## src/rtl/pdm_capture_if.sv

```systemverilog
// rtl/pdm_capture_if.sv - sample RAM write port bundle
//
// Ports (modport master = writer, slave = RAM side):
//   ram_we      write strobe, one cycle per sample
//   ram_wraddr  sample word address
//   ram_wrdata  amplitude sample
interface pdm_capture_if #(
    parameter int ADDR_W = 14,
    parameter int DATA_W = 8
);
    logic              ram_we;
    logic [ADDR_W-1:0] ram_wraddr;
    logic [DATA_W-1:0] ram_wrdata;

    modport master (
        output ram_we,
        output ram_wraddr,
        output ram_wrdata
    );

    modport slave (
        input ram_we,
        input ram_wraddr,
        input ram_wrdata
    );
endinterface

```

## src/rtl/pdm_capture.sv

```systemverilog
// rtl/pdm_capture.sv - PDM microphone capture into the sample RAM
//
// Clocks a PDM MEMS microphone, counts ones over windows of SAMPLE_COUNT
// bits and writes one amplitude word per window into the sample RAM.
//
// Ports:
//   clk, rst        system clock, synchronous active-high reset
//   start_capture   asynchronous pushbutton, rising edge starts a capture
//   m_clk           registered microphone clock, period CLK_COUNT clocks
//   m_lr_sel        microphone channel select, always 0
//   m_data          PDM bit stream from the microphone
//   ram             sample RAM write port (ram_we / ram_wraddr / ram_wrdata)
//   capture_active  high while a capture is in progress
//   capture_done    one-cycle pulse after the last word is written
//   led             16-LED buffer fill indicator
module pdm_capture #(
    parameter int CLK_FREQ = 100,
    parameter int RAM_SIZE = 16384
) (
    input  logic                clk,
    input  logic                rst,
    input  logic                start_capture,
    output logic                m_clk,
    output logic                m_lr_sel,
    input  logic                m_data,
    pdm_capture_if.master       ram,
    output logic                capture_active,
    output logic                capture_done,
    output logic [15:0]         led
);

    localparam int SAMPLE_COUNT = 128;
    localparam int INPUT_FREQ   = 24000;
    localparam int SAMPLE_BITS  = $clog2(SAMPLE_COUNT + 1);
    localparam int CLK_COUNT    = (CLK_FREQ * 1000000) / (INPUT_FREQ * SAMPLE_COUNT);
    localparam int HALF         = CLK_COUNT / 2;
    localparam int CNT_W        = $clog2(CLK_COUNT);
    localparam int BIT_W        = $clog2(SAMPLE_COUNT);
    localparam int ADDR_W       = $clog2(RAM_SIZE);

    typedef enum logic [0:0] {
        S_IDLE    = 1'b0,
        S_CAPTURE = 1'b1
    } state_t;

    state_t                  state;
    state_t                  state_next;

    logic [CNT_W-1:0]        clk_counter;
    logic [CNT_W-1:0]        cnt_next;
    logic                    tick;

    logic [2:0]              sync;
    logic                    start_edge;

    logic [SAMPLE_BITS-1:0]  ones_cnt;
    logic [BIT_W-1:0]        bit_cnt;
    logic                    ram_we_r;
    logic [ADDR_W-1:0]       ram_wraddr_r;
    logic [SAMPLE_BITS-1:0]  ram_wrdata_r;
    logic                    last_write;
    logic [3:0]              led_idx;

    assign m_lr_sel       = 1'b0;
    assign ram.ram_we     = ram_we_r;
    assign ram.ram_wraddr = ram_wraddr_r;
    assign ram.ram_wrdata = ram_wrdata_r;

    // Microphone clock generation; the counter never stops, even in IDLE,
    // so the microphone stays powered and settled between captures.
    assign cnt_next = (clk_counter == CNT_W'(CLK_COUNT - 1)) ? '0
                                                             : clk_counter + CNT_W'(1);

    // Last low cycle before m_clk rises: data is stable mid-low-phase.
    assign tick = (clk_counter == CNT_W'(HALF - 1));

    always_ff @(posedge clk) begin
        if (rst) begin
            clk_counter <= '0;
            m_clk       <= 1'b0;
        end else begin
            clk_counter <= cnt_next;
            // Registered from the next count so m_clk tracks the counter phase
            // of the same cycle.
            m_clk       <= (cnt_next >= CNT_W'(HALF));
        end
    end

    // Pushbutton synchronizer and rising-edge detect.
    always_ff @(posedge clk) begin
        if (rst) begin
            sync <= '0;
        end else begin
            sync <= {sync[1:0], start_capture};
        end
    end

    assign start_edge = sync[1] & ~sync[2];

    // Write cycle of the final buffer word.
    assign last_write = ram_we_r && (ram_wraddr_r == ADDR_W'(RAM_SIZE - 1));

    // Top four address bits select the LED; narrow buffers are padded with
    // zeros below so the lights still spread across the bar.
    assign led_idx = 4'({ram_wraddr_r, 4'b0000} >> ADDR_W);

    // FSM state register
    always_ff @(posedge clk) begin
        if (rst) begin
            state <= S_IDLE;
        end else begin
            state <= state_next;
        end
    end

    // FSM next state
    always_comb begin
        state_next = state;
        case (state)
            S_IDLE: begin
                if (start_edge) begin
                    state_next = S_CAPTURE;
                end
            end
            S_CAPTURE: begin
                if (last_write) begin
                    state_next = S_IDLE;
                end
            end
            default: state_next = S_IDLE;
        endcase
    end

    // FSM outputs
    always_comb begin
        capture_active = 1'b0;
        if (state == S_CAPTURE) begin
            capture_active = 1'b1;
        end
    end

    // Sample accumulation and RAM write datapath
    always_ff @(posedge clk) begin
        if (rst) begin
            ones_cnt     <= '0;
            bit_cnt      <= '0;
            ram_we_r     <= 1'b0;
            ram_wraddr_r <= '0;
            ram_wrdata_r <= '0;
            capture_done <= 1'b0;
            led          <= '0;
        end else begin
            ram_we_r     <= 1'b0;
            capture_done <= 1'b0;
            case (state)
                S_IDLE: begin
                    // Ticks in IDLE are never counted, including one that
                    // coincides with the start edge.
                    if (start_edge) begin
                        ones_cnt     <= '0;
                        bit_cnt      <= '0;
                        ram_wraddr_r <= '0;
                        led          <= '0;
                    end
                end
                S_CAPTURE: begin
                    // Address advances once the write strobe has been seen.
                    if (ram_we_r) begin
                        if (last_write) begin
                            ram_wraddr_r <= '0;
                            capture_done <= 1'b1;
                        end else begin
                            ram_wraddr_r <= ram_wraddr_r + ADDR_W'(1);
                        end
                    end
                    if (tick) begin
                        if (bit_cnt == BIT_W'(SAMPLE_COUNT - 1)) begin
                            // Fold the window's final bit straight into the sample.
                            ram_wrdata_r <= ones_cnt + SAMPLE_BITS'(m_data);
                            ram_we_r     <= 1'b1;
                            ones_cnt     <= '0;
                            bit_cnt      <= '0;
                            led[~led_idx] <= 1'b1;
                        end else begin
                            ones_cnt <= ones_cnt + SAMPLE_BITS'(m_data);
                            bit_cnt  <= bit_cnt + BIT_W'(1);
                        end
                    end
                end
                default: begin
                    ram_we_r <= 1'b0;
                end
            endcase
        end
    end

endmodule

```

## src/flat_wrapper.sv

```systemverilog
// flat-port wrapper written by rule: the top's interface ports become plain ports
module pdm_capture_flat 
#(
    parameter int CLK_FREQ = 100,
    parameter int RAM_SIZE = 16384
)
  (clk, rst, start_capture, m_clk, m_lr_sel, m_data, capture_active, capture_done, led, ram_ram_we, ram_ram_wraddr, ram_ram_wrdata);
  pdm_capture_if ram_i ();
  input  logic clk;
  input  logic rst;
  input  logic start_capture;
  output logic m_clk;
  output logic m_lr_sel;
  input  logic m_data;
  output logic capture_active;
  output logic capture_done;
  output logic [15:0] led;
  output wire logic [$bits(ram_i.ram_we)-1:0] ram_ram_we;
  output wire logic [$bits(ram_i.ram_wraddr)-1:0] ram_ram_wraddr;
  output wire logic [$bits(ram_i.ram_wrdata)-1:0] ram_ram_wrdata;
  assign ram_ram_we = ram_i.ram_we;
  assign ram_ram_wraddr = ram_i.ram_wraddr;
  assign ram_ram_wrdata = ram_i.ram_wrdata;
  pdm_capture #(.CLK_FREQ(CLK_FREQ), .RAM_SIZE(RAM_SIZE)) u_core (.clk(clk), .rst(rst), .start_capture(start_capture), .m_clk(m_clk), .m_lr_sel(m_lr_sel), .m_data(m_data), .ram(ram_i), .capture_active(capture_active), .capture_done(capture_done), .led(led));
endmodule
```

## config.mk

```make
export PLATFORM = sky130hd
export DESIGN_NAME = pdm_capture_flat
export DESIGN_NICKNAME = d
export VERILOG_FILES = /design/src/rtl/pdm_capture_if.sv /design/src/rtl/pdm_capture.sv /design/src/flat_wrapper.sv
export SDC_FILE = /design/constraint.sdc
export NUM_CORES = 1
export LEC_CHECK = 0
export BUFFER_PORTS_ARGS = -buffer_cell sky130_fd_sc_hd__buf_2
export CAP_MARGIN = 15
export CORE_ASPECT_RATIO = 0.7
export CORE_MARGIN = 4
export CORE_UTILIZATION = 25
export CTS_BUF_LIST = sky130_fd_sc_hd__clkbuf_2
export DETAILED_ROUTE_END_ITERATION = 8
export HOLD_SLACK_MARGIN = 0.03
export SYNTH_ARGS = -nofsm -noshare
export SYNTH_HDL_FRONTEND = slang
export SYNTH_SLANG_ARGS = --single-unit
export TNS_END_PERCENT = 1
```

## constraint.sdc

```tcl
create_clock -name clk -period 1.65 [get_ports clk]
set_input_delay 0.2475 -clock clk [delete_from_list [all_inputs] [get_ports clk]]
set_output_delay 0.2475 -clock clk [all_outputs]
set_load 0.1 [all_outputs]
```

==> run_results.csv <==
group,metric,value,unit
outcome,status,"finished with violations",
outcome,violations,"setup timing",
setup_path,required,2.11,ns
floorplanning,core,10400,um^2
final_layout,fill_cells,1042,
synthesis,synthMuxAreaShare,0.0111,
synthesis,ys_types,48,
final_layout,syn_to_final_growth,35.6,%
floorplanning,die-area,12600,um^2
route,vias,2307,
clocking,postCtsSetupRepairBufs,0,
final_layout,post_route_cells_drive_above_1_share,0.359,
synthesis,synth_flop_cell,"dfxtp_1",
power_and_ir_drop,power_frac_seq,0.573,
clocking,tritoncts.num_buffers,9,
placed_design,routabilityCongestion,0.832,
power_and_ir_drop,p_int,0.00196,W
clocking,tritoncts,"built",
final_layout,antennaDiodeCount,0,
setup_path,crit_path_start_kind,"flop",
sta,clock_skew,0.0225,ns
synthesis,synthCells,287,
synthesis,yosys.area.top_type_share,0.475,
sta,fin_crit,1.74,ns
sta,rsz0062_at_grt,"true",
job,max_cap_viol_count,0,
global_route,track_usage,0.103,
floorplanning,ios,47,
synthesis,ys_warn_count,0,
synthesis,synth-xor-area-share,0.0584,
sta,fin_ws,-0.0857,ns
synthesis,avgSynthCellArea,9.41,um^2
global_route,grt_overflow,0,
synthesis,ys_seq_elements,64,
route,wl,6.42,mm
sta,max_clock_freq,576,MHz
route,drc_errors,0,
setup_path,crit_path_max_fanout,4,
setup_path,critPathKind,"flop to flop",
sta,fin_hold_ws,0.0907,ns
synthesis,synth_top_family_by_area,"simple AND/OR/NAND/NOR gates",
sta,hold_viol,0,
floorplanning,rows,31,
clocking,clk-insertion-delay-late,0.52,ns
clocking,h-tree-depth,3,
global_route,grt_max_degree,28,
synthesis,synthTopCellsByCount,"64 x dfxtp_1, 29 x nor2_1, 19 x nand2_1, 15 x a21oi_1, 13 x o21ai_0",
synthesis,synth-seq-area-share,0.475,
setup_path,end_kind,"flop",
hold_path,hold_depth,3,
route,wl_per_cell,13.1,um
clocking,clockRootBuffer,"clkbuf_2",
synthesis,syn_nets,298,
power_and_ir_drop,vdd_drop_max,0.228,mV
setup_path,cp_data_arrival_time,2.20,ns
route,ant_nets,0,
global_route,antenna_found_initial,0,
synthesis,synth_edf_count,0,
sta,tightest_slew,0.732,ns
placed_design,io_buffers,45,
global_route,grt_pass1_wl,10.2,mm
synthesis,synthAdderAreaFrac,0.0324,
sta,fin_crit_sh,1.05,
floorplanning,initial_core_util,0.259,
sta,slew_headroom,0.512,
route,drtIter0Drc,115,
synthesis,synth.area.top_cells,"dfxtp_1 47%, nor2_1 4.0%, xnor2_1 3.6%",
route,drt-pass1-iter-count,5,
synthesis,synth_async_sr_flop_share,0,
setup_path,reg2regPathDepth,7,
hold_path,hp-class,"primary input to flop",
final_layout,nNetsFinal,365,
sta,finalMaxSlewViolations,0,
power_and_ir_drop,power_frac_comb,0.054,
final_layout,instances_no_fill,491,
route,viasPerCell,4.70,
power_and_ir_drop,p_sw_frac,0.278,
global_route,grt_pass1_vias,2050,
synthesis,yosys.area.top_type,"dfxtp_1",
clocking,clkTransAtPathRegs,0.21,ns
synthesis,synthSimpleGateAreaFrac,0.216,
synthesis,syn_area,2700,um^2
sta,finalSetupViolCount,22,
synthesis,synth.most_common_cell,"dfxtp_1",
sta,fin_setup_tns,-0.600,ns
power_and_ir_drop,p_sw,0.000755,W
placed_design,post-place-ws,-0.209,ns
setup_path,reg2reg_slack,-0.09,ns
synthesis,synth_compound_area_frac,0.174,
clocking,clockBufferDepth,2,
floorplanning,die_h,95.0,um
clocking,cts_sinks,64,
placed_design,dpl.hpwl,4.67,mm
floorplanning,die_w,132,um
power_and_ir_drop,clockPowerShare,0.373,
power_and_ir_drop,pwr_density_cell,741,nW/um^2
power_and_ir_drop,p_leak,1.37,nW
placed_design,place_inst,473,
area by class of cell:
type                       count  area, um^2  share of cell area
timing repair buffer          71         551               0.150
sequential                    64        1340               0.366
clock buffer                   9        45.0              0.0123
clock inverter                 7        78.8              0.0215
multi-input combinational    204        1470               0.401
tap                          132         165              0.0451
inverter                       4        15.0             0.00410
final timing paths:
path                                         start                     endpoint
hold reg to reg          u_core.sync[0]$_SDFF_PP0_    u_core.sync[1]$_SDFF_PP0_
hold / removal                                 rst    u_core.sync[0]$_SDFF_PP0_
setup reg to reg  u_core.clk_counter[0]$_SDFF_PP0_  u_core.led[14]$_SDFFE_PP0P_
setup / recovery  u_core.clk_counter[0]$_SDFF_PP0_  u_core.led[14]$_SDFFE_PP0P_
sequential cells by signal (all words and copies together), names as in the netlist:
name and flops:
u_core.capture_done 1, u_core.clk_counter 5, u_core.ram.ram_wrdata 8, u_core.bit_cnt 7
u_core.sync 3, u_core.led 16, u_core.ram.ram_we 1, u_core.ones_cnt 8
u_core.state 1, u_core.ram.ram_wraddr 14
cells in the final DEF (no fill, tap or decap), drive strengths merged, types with 2 or more instances in the layout:
master / instances
and2: 4
and4b: 2
a32o: 8
mux2i: 3
xnor2: 11
ha: 7
clkbuf: 34
or4: 3
xor2: 7
nor3: 5
o21ai: 15
nand3b: 2
a211oi: 8
nor3b: 2
or3: 6
nand3: 8
and4: 4
buf: 45
nor2b: 6
nand2b: 8
a22oi: 2
a311oi: 5
clkinv: 2
o31ai: 6
inv: 7
a21oi: 15
nor2: 29
and3: 5
nand2: 19
dfxtp: 64
o211ai: 3
worst max-delay path: stages (launching register included):
cell and delay [ns]:
dfxtp_2 0.40, ha_4 0.13, and3_4 0.20, ha_4 0.15
nand2_4 0.07, nor4_4 0.30, nand3b_1 0.21, o31ai_1 0.21
stage by stage:
stage / instance area [um^2] / power [W] / util
floorplan: 2840 / 0.00168 / -
global placement: 3340 / 0.00172 / 0.321
detailed placement: 3340 / 0.00172 / 0.321
CTS: 3550 / 0.00274 / 0.340
global route: 3660 / 0.00283 / 0.351
finish: 3660 / 0.00271 / 0.351
metal layers:
layer,up-vias,part of all wire,GRT usage
met5,-,0,0
met4,0,0.0069,0.0363
met3,7,0.070,0.0490
met2,45,0.43,0.137
met1,1077,0.50,0.143
li1,1178,-,-
power groups by stage:
stage	clock network (W)	registers [W]	logic (W)
finish	0.00101	0.00156	0.000146
global route	0.00111	0.00156	0.000159
CTS	0.00104	0.00156	0.000143
detailed placement	0	0.00159	0.000137
global placement	0	0.00158	0.000135
floorplan	0	0.00161	0.0000708
timing repair:
action,in CTS,in global routing
hold buffers,1,0
hold endpoints to repair,1,0
gates resized for setup,27,36
endpoints found under the setup margin,41,76
gates cloned,1,0
pin swaps,7,14
cell families (layout without fill, tap and decap cells):
group / after synthesis / count (layout)
AND/OR/NAND/NOR: 107 / 107
AO/OA/AOI/OAI: 68 / 68
flip-flops: 64 / 64
buffers and inverters: 19 / 91
XOR/XNOR: 18 / 18
adder cells (fa/ha/maj): 7 / 7
multiplexers: 3 / 3
other: 1 / 1
Note: power is estimated with default switching activity, not from simulation.
